File: config.mk
export PLATFORM = sky130hd
export DESIGN_NAME = snes_pad_responder
export DESIGN_NICKNAME = d
export VERILOG_FILES = /design/src/rtl/snes_pad_pkg.sv /design/src/rtl/snes_pad_sync.sv /design/src/rtl/snes_pad_responder.sv
export SDC_FILE = /design/constraint.sdc
export NUM_CORES = 1
export LEC_CHECK = 0
export CELL_PAD_IN_SITES_DETAIL_PLACEMENT = 1
export CELL_PAD_IN_SITES_GLOBAL_PLACEMENT = 1
export CORE_MARGIN = 4
export CORE_UTILIZATION = 40
export DETAILED_ROUTE_END_ITERATION = 10
export PLACE_DENSITY_LB_ADDON = 0.1
export SLEW_MARGIN = 40
export SYNTH_ARGS = -nofsm -noshare
export SYNTH_HDL_FRONTEND = slang
export SYNTH_SLANG_ARGS = --single-unit
File: constraint.sdc
create_clock -name clock -period 2.8 [get_ports clock]
set_clock_uncertainty 0.05 [all_clocks]
set_input_delay 0.28 -clock clock [delete_from_list [all_inputs] [get_ports clock]]
set_output_delay 0.28 -clock clock [all_outputs]
set_load 0.01 [all_outputs]
File: src/rtl/snes_pad_pkg.sv
// Shared definitions for the SNES controller-side responder: FSM states,
// serial bit positions of each button and the frame length.
package snes_pad_pkg;

    typedef enum logic [1:0] {
        ST_IDLE  = 2'd0,
        ST_LATCH = 2'd1,
        ST_SHIFT = 2'd2,
        ST_DONE  = 2'd3
    } pad_state_e;

    // Serial position of each button within the 16-bit frame.
    localparam int unsigned BTN_B      = 0;
    localparam int unsigned BTN_Y      = 1;
    localparam int unsigned BTN_SELECT = 2;
    localparam int unsigned BTN_START  = 3;
    localparam int unsigned BTN_UP     = 4;
    localparam int unsigned BTN_DOWN   = 5;
    localparam int unsigned BTN_LEFT   = 6;
    localparam int unsigned BTN_RIGHT  = 7;
    localparam int unsigned BTN_A      = 8;
    localparam int unsigned BTN_X      = 9;
    localparam int unsigned BTN_L      = 10;
    localparam int unsigned BTN_R      = 11;

    // Bits per frame, and the count value at which the last shift happens.
    localparam logic [4:0] FRAME_LEN = 5'd16;
    localparam logic [4:0] LAST_BIT  = FRAME_LEN - 5'd1;

endpackage

File: src/rtl/snes_pad_sync.sv
// Multi-flop synchronizer for one asynchronous host pin, with rise/fall
// detection on the synchronized copy. RESET_VAL is the pin's idle level so
// that reset release never produces a false edge.
module snes_pad_sync #(
    parameter int unsigned STAGES    = 2,
    parameter logic        RESET_VAL = 1'b0
) (
    input  logic clk,
    input  logic rst_n,
    input  logic pin_i,
    output logic rise_o,
    output logic fall_o
);

    logic [STAGES-1:0] sync_q;
    logic              prev_q;

    // Shift the pin through the synchronizer chain and keep one delayed copy
    // of the synchronized level for edge detection.
    always_ff @(posedge clk or negedge rst_n) begin
        if (!rst_n) begin
            sync_q <= {STAGES{RESET_VAL}};
            prev_q <= RESET_VAL;
        end else begin
            // NOTE: non-blocking assignments make every flop sample the
            // pre-edge value, so the chain really is STAGES flops deep.
            sync_q <= {sync_q[STAGES-2:0], pin_i};
            prev_q <= sync_q[STAGES-1];
        end
    end

    assign rise_o = sync_q[STAGES-1] & ~prev_q;
    assign fall_o = ~sync_q[STAGES-1] & prev_q;

endmodule

File: src/rtl/snes_pad_responder.sv
// Controller-side SNES pad responder: latches the active-low button word on
// the host latch pulse and shifts it out LSB first on host clock rises.
// Optional feature: define SNES_PAD_TIMEOUT_EN to abandon a stalled frame
// after TIMEOUT_CYCLES clocks without any synchronized pin edge.
module snes_pad_responder
    import snes_pad_pkg::*;
#(
    parameter int unsigned SYNC_STAGES    = 2,
    parameter logic [15:0] TIMEOUT_CYCLES = 16'd4096
) (
    input  logic        clock,
    input  logic        rst,
    input  logic [15:0] buttons,
    input  logic        snes_latch,
    input  logic        snes_clock,
    output logic        snes_data,
    output logic [4:0]  bit_count,
    output logic        busy,
    output logic        frame_done
);

    logic latch_rise, latch_fall;
    logic clk_rise, clk_fall;
    logic timeout_hit;

    pad_state_e  state_q;
    logic [15:0] shift_q, shift_d;
    logic [4:0]  count_q;
    logic        data_q, busy_q, done_q;

    snes_pad_sync #(.STAGES(SYNC_STAGES), .RESET_VAL(1'b0)) u_latch_sync (
        .clk    (clock),
        .rst_n  (rst),
        .pin_i  (snes_latch),
        .rise_o (latch_rise),
        .fall_o (latch_fall)
    );

    // Host clock idles high, so its synchronizer resets to 1.
    snes_pad_sync #(.STAGES(SYNC_STAGES), .RESET_VAL(1'b1)) u_clock_sync (
        .clk    (clock),
        .rst_n  (rst),
        .pin_i  (snes_clock),
        .rise_o (clk_rise),
        .fall_o (clk_fall)
    );

    assign shift_d = {1'b0, shift_q[15:1]};

`ifdef SNES_PAD_TIMEOUT_EN
    logic [15:0] tmo_q, tmo_d;
    logic        pin_edge;

    assign pin_edge = latch_rise | latch_fall | clk_rise | clk_fall;

    // Stall counter: restarts on any pin activity, runs only while shifting.
    always_comb begin
        tmo_d = tmo_q;
        if (pin_edge) begin
            tmo_d = 16'd0;
        end else if (state_q == ST_SHIFT) begin
            tmo_d = tmo_q + 16'd1;
        end
    end

    // Stall counter register.
    always_ff @(posedge clock or negedge rst) begin
        if (!rst) begin
            tmo_q <= 16'd0;
        end else begin
            tmo_q <= tmo_d;
        end
    end

    assign timeout_hit = (state_q == ST_SHIFT) && (tmo_q == TIMEOUT_CYCLES);
`else
    logic [16:0] unused_cfg;

    assign unused_cfg  = {clk_fall, TIMEOUT_CYCLES};
    assign timeout_hit = 1'b0;
`endif

    // Frame FSM with registered outputs; a latch rise restarts from any state.
    always_ff @(posedge clock or negedge rst) begin
        if (!rst) begin
            state_q <= ST_IDLE;
            shift_q <= 16'hFFFF;
            count_q <= 5'd0;
            data_q  <= 1'b0;
            busy_q  <= 1'b0;
            done_q  <= 1'b0;
        end else begin
            done_q <= 1'b0;
            if (latch_rise) begin
                state_q <= ST_LATCH;
                shift_q <= buttons;
                count_q <= 5'd0;
                data_q  <= buttons[0];
                busy_q  <= 1'b1;
            end else begin
                case (state_q)
                    ST_LATCH: begin
                        if (latch_fall) begin
                            state_q <= ST_SHIFT;
                        end else begin
                            shift_q <= buttons;
                            data_q  <= buttons[0];
                        end
                    end
                    ST_SHIFT: begin
                        if (clk_rise) begin
                            shift_q <= shift_d;
                            count_q <= count_q + 5'd1;
                            if (count_q == LAST_BIT) begin
                                state_q <= ST_DONE;
                                data_q  <= 1'b0;
                                busy_q  <= 1'b0;
                                done_q  <= 1'b1;
                            end else begin
                                data_q <= shift_d[0];
                            end
                        end else if (timeout_hit) begin
                            state_q <= ST_IDLE;
                            count_q <= 5'd0;
                            data_q  <= 1'b0;
                            busy_q  <= 1'b0;
                        end
                    end
                    default: begin
                        // IDLE and DONE ignore host clock activity.
                    end
                endcase
            end
        end
    end

    assign snes_data  = data_q;
    assign bit_count  = count_q;
    assign busy       = busy_q;
    assign frame_done = done_q;

endmodule
==> After elaboration in Yosys (flattened, before gate mapping) <==
Index checks and enable logic that the tools add are counted.
{ "classes": {"reduce_logical": 8, "n_mux": 25, "n_bitwise": 6, "n_addsub": 1, "n_eq_ne": 7} }
{ "op_table": {"columns": ["op", "n"], "rows": [
  ["$mux 16", 3],
  ["$pmux 16 s2", 1],
  ["$mux 5", 3],
  ["$mux 1", 12],
  ["$ne 3x3->1 const B", 4],
  ["$mux 2", 4],
  ["$reduce_and 3->1", 2],
  ["$reduce_bool 2->1", 3],
  ["$add 5x1->5 const B", 1],
  ["$eq 5x4->1 const B", 1],
  ["$pmux 2 s2", 1],
  ["$reduce_and 4->1", 1],
  ["$and 1x1->1", 3],
  ["$not 1->1", 3],
  ["$reduce_bool 3->1", 1],
  ["$eq 2x1->1 const B", 1],
  ["$eq 2x2->1 const B", 1],
  ["$pmux 1 s2", 1],
  ["$reduce_and 2->1", 1]
]} }
{ "totals": {"reg_bits": 32, "wordCells": 57, "input_bits": 20, "output_inout_bits": 8} }

==> Depth between registers and ports, before layout <==
Gate-level depths: netlist of run 1.
{ "depth": {"word_depth": 5, "depth_mapped": 7, "ltp_nobuf": 7} }

==> Hierarchy <==
A second synthesis of run 1 with hierarchy kept.
{ "hier_totals": {"cells_unflattened": 126, "area_unflattened_um2": 1458.9} }
{ "modules_own_cells": {"columns": ["module", "seq_area_each_um2", "cells_per_inst", "n_inst", "area_per_inst_um2"], "rows": [
  ["snes_pad_responder", 644.4, 116, 1, 1275.0],
  ["snes_pad_sync (u_clock_sync)", 78.8, 5, 1, 93.8],
  ["snes_pad_sync (u_latch_sync)", 75.1, 5, 1, 90.1]
]} }

==> Worst setup path before layout of run 1 <==
Ideal clock, no wire load.
{ "synth_timing": {"path_type": "reg2reg", "from": "register u_latch_sync.sync_q[1]", "to": "register data_q (netlist: snes_data)", "stages_incl_launch_ff": 7, "arrival_ps": 1780, "setup_time_ps": 125, "required_ps": 2625, "path_buffers": 2, "period_less_slack_ps": 1955, "path_slack_ps": 845, "cell_sequence": "dfrtp_1 ha_1 clkbuf_1 nor2_2 buf_4 mux2_2 mux2_4"} }
{ "synth_between": {"word_cells_on_any_way": 8, "classes_between": "eq/ne (2); mux (1); bitwise (3); reduce/logical (2)"} }
{ "synth_lines": {"columns": ["item", "line_no", "rtl"], "rows": [
  ["start, declared", "snes_pad_sync.sv:15", "logic [STAGES-1:0] sync_q;"],
  ["start signal, assigned", "snes_pad_sync.sv:22", "sync_q <= {STAGES{RESET_VAL}};"],
  ["start signal, assigned", "snes_pad_sync.sv:27", "sync_q <= {sync_q[STAGES-2:0], pin_i};"],
  ["$and 1x1->1 *", "snes_pad_sync.sv:32", "assign rise_o = sync_q[STAGES-1] & ~prev_q;"],
  ["named net latch_rise", "snes_pad_responder.sv:22", "logic latch_rise, latch_fall;"],
  ["$ne 3x3->1 (no source line) / $reduce_bool 3->1 (equally long branches)", null, null],
  ["$reduce_and 3->1 (no source line)", null, null],
  ["end signal, assigned", "snes_pad_responder.sv:98", "data_q <= buttons[0];"],
  ["end signal, assigned", "snes_pad_responder.sv:107", "data_q <= buttons[0];"],
  ["end signal, assigned", "snes_pad_responder.sv:120", "data_q <= shift_d[0];"],
  ["end, declared", "snes_pad_responder.sv:29", "logic data_q, busy_q, done_q;"]
]} }
The timed path passes the listed nets; every way through them passes the cells marked *.
A chain may end at the register's enable or synchronous reset.

==> Final worst setup path of run 1 <==
{ "layout_timing": {"from": "register u_latch_sync.prev_q", "to": "register shift_q[13]"} }
{ "layout_between": {"elab_chain_cells": 4, "word_cells_on_any_way": 8, "classes_between": "eq/ne (2); mux (1); bitwise (3); reduce/logical (2)"} }
{ "layout_rtl": {"columns": ["item", "line_no", "rtl"], "rows": [
  ["start, declared", "snes_pad_sync.sv:16", "logic prev_q;"],
  ["start signal, assigned", "snes_pad_sync.sv:28", "prev_q <= sync_q[STAGES-1];"],
  ["$not 1->1 *", "snes_pad_sync.sv:32", null],
  ["$and 1x1->1 *", "snes_pad_sync.sv:32", null],
  ["named net latch_rise", "snes_pad_responder.sv:22", null],
  ["$ne 3x3->1 (no source line) / $reduce_bool 3->1 (equally long branches)", null, null],
  ["$reduce_and 3->1 (no source line)", null, null],
  ["end signal, assigned", "snes_pad_responder.sv:96", "shift_q <= buttons;"],
  ["end signal, assigned", "snes_pad_responder.sv:106", "shift_q <= buttons;"],
  ["end signal, assigned", "snes_pad_responder.sv:112", "shift_q <= shift_d;"],
  ["end, declared", "snes_pad_responder.sv:27", "logic [15:0] shift_q, shift_d;"]
]} }
Marks and branches as above.

==> results of run 1 <==
-- routing by layer --
layer,routed length (um),GRT usage,share of wire,vias to the layer above
li1,-,-,-,469
met1,1286,0.1550,0.43,513
met2,1494,0.2079,0.50,26
met3,156,0.04892,0.053,4
met4,26,0.05106,0.0088,0
met5,0,0,0,-
-- power by group --
group / internal (mW) / total (mW) / switching [mW]
clock network: 0.174 / 0.328 / 0.154
registers: 0.689 / 0.804 / 0.114
logic: 0.526 / 0.860 / 0.334
-- worst max path at each step --
stage                               to
2_1_floorplan    snes_data$_DFFE_PN0P_
4_1_cts          snes_data$_DFFE_PN0P_
3_5_place_dp     snes_data$_DFFE_PN0P_
5_1_grt         shift_q[2]$_DFFE_PN1P_
3_3_place_gp     snes_data$_DFFE_PN0P_
6_report       shift_q[13]$_DFFE_PN1P_
-- kinds of logic (layout without fill, tap and decap cells) --
kind of cell | Yosys count | after routing | synth area share
flops | 31 | 31 | 0.5149
simple gates | 26 | 26 | 0.09766
xor+xnor | 3 | 3 | 0.01695
mux | 31 | 31 | 0.2486
compound gates | 12 | 12 | 0.04601
fa+ha+maj | 5 | 5 | 0.04036
buf+inv | 9 | 42 | 0.03551
-- cell type report --
type | instances | area [um^2] | share of cell area
timing repair buffer | 30 | 290.3 | 0.1491
clock inverter | 1 | 5.005 | 0.002571
multi-input combinational | 77 | 701.9 | 0.3605
sequential | 31 | 798.3 | 0.4100
tap | 48 | 60.06 | 0.03085
inverter | 4 | 15.01 | 0.007712
clock buffer | 7 | 76.32 | 0.03920
-- cell usage after synthesis, drive strengths merged --
cell / number
a21o: 1
a21oi: 4
and3: 1
and4bb: 1
buf: 3
clkbuf: 2
dfrtp: 13
dfstp: 18
ha: 5
inv: 4
mux2: 30
mux2i: 1
nand2: 6
nand2b: 1
nand4: 1
nor2: 11
nor2b: 2
nor3: 3
o21ai: 3
o22ai: 2
o31ai: 1
o41ai: 1
xor2: 3
-- what timing repair did --
| item | CTS | global route |
|---|---|---|
| hold buffers | 0 | 1 |
| endpoints found under the hold margin | 0 | 13 |
| endpoints found under the setup margin | 0 | 0 |
-- flip-flops by register name, indices dropped and copies added (netlist names) --
signal / flops
shift_q: 15
bit_count: 5
state_q: 2
u_clock_sync.sync_q: 2
u_latch_sync.sync_q: 2
busy: 1
frame_done: 1
snes_data: 1
u_clock_sync.prev_q: 1
u_latch_sync.prev_q: 1
-- critical path: stages (launching register included) --
cell and delay, ns:
dfrtp_1 0.38, inv_1 0.08, ha_1 0.37, o22ai_1 0.22, nor2_4 0.48, mux2_2 0.40
==> impl_metrics.tcl, run 1 <==
set metrics [dict create \
    status "finished, final reports clean" \
    clk_latency_ns 0.28 \
    std_cell_rows 22 \
    fin_crit_ns 2.051 \
    critPathMaxFanout 15 \
    rsz0062_at_grt "false" \
    tritoncts "built" \
    yosysUniqueCellTypes 29 \
    ys_warn_count 0 \
    avgViaCountPerCell 5.111 \
    max_slew_margin 0.6340 \
    syn_to_final_growth_pct 25.59 \
    place.gp.congestion 0.7678 \
    tightest_slew_ns 0.5477 \
    grt_pass1_vias 1079 \
    cts.sinks 31 \
    whs_ns 0.2992 \
    setup-violations-final 0 \
    hold_end "u_latch_sync.sync_q[1]$_DFF_PN0_" \
    grt_pass1_wl_mm 4.981 \
    synth_top_area_share 0.3051 \
    fin_cells 198 \
    fillers 392 \
    overflow 0 \
    cp-end-kind "flip-flop" \
    cts_buffers 5 \
    leakagePower_nw 0.8236 \
    synth-seq-cells 31 \
    min_from "u_latch_sync.sync_q[0]$_DFF_PN0_" \
    place_area_um2 1856 \
    start_util 0.4172 \
    path_clk_slew_ns 0.06 \
    reg2regPathDepth 5 \
    placed_cells 189 \
    final_area_um2 1947 \
    mostFrequentLayoutCell "clkdlybuf4s50_1" \
    final_nets 174 \
    drv_slew 0 \
    period_share 0.7324 \
    syn_area_per_cell_um2 13.25 \
    hold_viol 0 \
    drt_wl_total_mm 2.963 \
    cap_violations 0 \
    vias 1012 \
    startpoint_type "flip-flop" \
    root_buffer "clkbuf_8" \
    peakVddDrop_v 0.0005307 \
    r2r_start "u_latch_sync.prev_q$_DFF_PN0_" \
    antenna_left 0 \
    antenna_found_initial 0 \
    fmax_mhz 487.6 \
    cts_setup_buffers 0 \
    cp.required_ns 2.95 \
    worstSetupStartpoint "u_latch_sync.prev_q$_DFF_PN0_" \
    antenna_cells 0 \
    reg2reg_to "shift_q[13]$_DFFE_PN1P_" \
    clockBufferDepth 2 \
    place_ws_ns 0.5686 \
    synth.net_count 142 \
    ys_top_cells_by_area "dfstp_2, dfrtp_1, mux2_2" \
    htree_levels 2 \
    place_hpwl_mm 2.189 \
    power_density_nw_per_um2 1023 \
    drive_above_1_share 0.4133 \
    p_total_mw 1.992 \
    grt_max_degree 19 \
    die_y_um 70.26 \
    first_pass_iters 4 \
    path_class "flip-flop to flip-flop" \
    fin_setup_tns_ns 0 \
    yosysSeqAreaShare 0.5149 \
    netlist_instances 117 \
    setup_ws_ns 0.7493 \
    syn-cell-area_um2 1550 \
    yosysTopAreaCell "dfstp_2" \
    final_core_util 0.5239 \
    io-pin-count 28 \
    final_cell_mix "clkdlybuf4s50_1, mux2_2, dfstp_2" \
    wl_per_cell_um 14.96 \
    die-area_um2 4936 \
    hold_class "flip-flop to flip-flop" \
    drc 0 \
    portBuffers 27 \
    hold_depth 0 \
    core_um2 3716 \
    first_iter_violations 20 \
    r2r_slack_ns 0.75 \
    cts_resized 0 \
    die_x_um 70.26 \
    grtUsageTotal 0.1292 \
    arrival_ns 2.20 \
]
Note: power is estimated with default switching activity, not from simulation.
==> run 2: changes to the inputs <==
--- a/config.mk
+++ b/config.mk
@@ -8,7 +8,7 @@
 export CELL_PAD_IN_SITES_DETAIL_PLACEMENT = 1
 export CELL_PAD_IN_SITES_GLOBAL_PLACEMENT = 1
 export CORE_MARGIN = 4
-export CORE_UTILIZATION = 40
+export CORE_UTILIZATION = 37
 export DETAILED_ROUTE_END_ITERATION = 10
 export PLACE_DENSITY_LB_ADDON = 0.1
 export SLEW_MARGIN = 40
==> constraint.sdc (replaced) <==
create_clock -name clock -period 1.7 [get_ports clock]
set_clock_uncertainty 0.05 [all_clocks]
set_input_delay 0.17 -clock clock [delete_from_list [all_inputs] [get_ports clock]]
set_output_delay 0.17 -clock clock [all_outputs]
set_load 0.01 [all_outputs]
==> impl_metrics.tcl, run 2 (synthesis results as in run 1) <==
set metrics [dict create \
    status "finished, final reports clean" \
    r2r_start "bit_count[0]$_DFFE_PN0P_" \
    final_area_um2 2081 \
    place_hpwl_mm 2.157 \
    place.gp.congestion 0.7694 \
    place_area_um2 1939 \
    placed_cells 197 \
    place_ws_ns -0.01790 \
    clk_latency_ns 0.28 \
    die-area_um2 5290 \
    reg2regPathDepth 6 \
    std_cell_rows 23 \
    top_layer_used "met4" \
    leakagePower_nw 0.8686 \
    first_iter_violations 38 \
    cts_buffers 5 \
    grt_pass1_wl_mm 5.133 \
    power_density_nw_per_um2 1715 \
    fin_cells 205 \
    antenna_left 0 \
    cts_hold_buf 0 \
    cp-endpoint "snes_data$_DFFE_PN0P_" \
    r2r_slack_ns 0.08 \
    drt_wl_total_mm 2.946 \
    arrival_ns 1.73 \
    fmax_mhz 618.3 \
    drc 0 \
    io-pin-count 28 \
    overflow 0 \
    tritoncts "built" \
    period_share 0.9514 \
    drive_above_1_share 0.4968 \
    clockBufferDepth 2 \
    die_x_um 72.73 \
    final_nets 179 \
    whs_ns 0.2402 \
    largest_reg_flops 15 \
    syn_to_final_growth_pct 34.22 \
    vias 1007 \
    max_slew_margin 0.7374 \
    cts.sinks 31 \
    cp.required_ns 1.81 \
    max_flop_register "shift_q" \
    grt_max_degree 32 \
    grtUsageTotal 0.1266 \
    antenna_found_initial 0 \
    drv_slew 0 \
    antenna_cells 0 \
    reg2reg_to "snes_data$_DFFE_PN0P_" \
    hold_class "primary input to asynchronous set/reset pin" \
    final_core_util 0.5165 \
    wl_met1_mm 1.322 \
    peakVddDrop_v 0.0008020 \
    final_cell_mix "clkdlybuf4s50_1, mux2_2, dfstp_2" \
    rsz0062_at_grt "true" \
    core_um2 4029 \
    setup-violations-final 0 \
    portBuffers 27 \
    fillers 418 \
    worstSetupStartpoint "bit_count[0]$_DFFE_PN0P_" \
    startpoint_type "flip-flop" \
    first_pass_iters 2 \
    critPathMaxFanout 5 \
    cp-end-kind "flip-flop" \
    root_buffer "clkbuf_8" \
    setup_ws_ns 0.08261 \
    htree_levels 2 \
    tightest_slew_ns 0.3939 \
    die_y_um 72.73 \
    fin_crit_ns 1.617 \
    cap_violations 0 \
    wl_per_cell_um 14.37 \
    hold_viol 0 \
    cts_setup_buffers 0 \
    path_clk_slew_ns 0.06 \
    start_util 0.3848 \
    mostFrequentLayoutCell "clkdlybuf4s50_1" \
    wl_met3_um 175 \
    path_class "flip-flop to flip-flop" \
    dr_wl_met2_mm 1.383 \
    grt_pass1_vias 1072 \
    avgViaCountPerCell 4.912 \
]
run 2: cell type report:
type                            instances  area (um^2)  share of cell area
Inverter                                4        15.01            0.007216
Tap cell                               50        62.56             0.03007
Clock buffer                            8        100.1             0.04811
Timing Repair Buffer                   35        355.3              0.1708
Sequential cell                        31        800.8              0.3848
Multi-Input combinational cell         77        747.0              0.3590
run 2: worst min path at each step:
stage | endpoint | slack (ns) | cells after the start
global route | u_clock_sync.sync_q[0]$_DFF_PN1_ | 0.25 | 1
detailed placement | u_latch_sync.sync_q[1]$_DFF_PN0_ | 0.29 | 0
floorplan | bit_count[0]$_DFFE_PN0P_ | -0.18 | 0
global placement | u_latch_sync.sync_q[1]$_DFF_PN0_ | 0.29 | 0
CTS | u_clock_sync.sync_q[0]$_DFF_PN1_ | 0.24 | 1
finish | bit_count[1]$_DFFE_PN0P_ | 0.24 | 2
run 2: routing by layer:
metal | track usage | up-vias
met5 | 0 | -
met4 | 0.06148 | 0
met3 | 0.03857 | 8
met2 | 0.2014 | 22
met1 | 0.1557 | 498
li1 | - | 479
run 2: metrics by stage:
step | power (mW) | TNS [ns]
6_report | 3.569 | 0
2_1_floorplan | 2.545 | -0.3712
3_3_place_gp | 2.912 | 0
4_1_cts | 3.604 | 0
3_5_place_dp | 2.961 | -0.01790
5_1_grt | 3.810 | -0.006635
run 2: critical path, cell delays in order (launching register included):
cell and delay [ns]:
dfrtp_1 0.37, ha_1 0.18, and3_4 0.21, ha_4 0.15
nor2b_1 0.05, mux2_4 0.25, mux2_4 0.25
run 2: timing repair:
item | 4_1_cts | 5_1_grt
endpoints found under the setup margin | 1 | 15
pin swaps | 0 | 1
resized for setup | 1 | 9
run 2: power breakdown:
group          internal [mW]  leakage (nW)  switching, mW
Clock                  0.369        0.0515          0.251
Combinational           1.05         0.469          0.604
Sequential              1.14         0.348          0.162
Total                   2.55         0.869           1.02
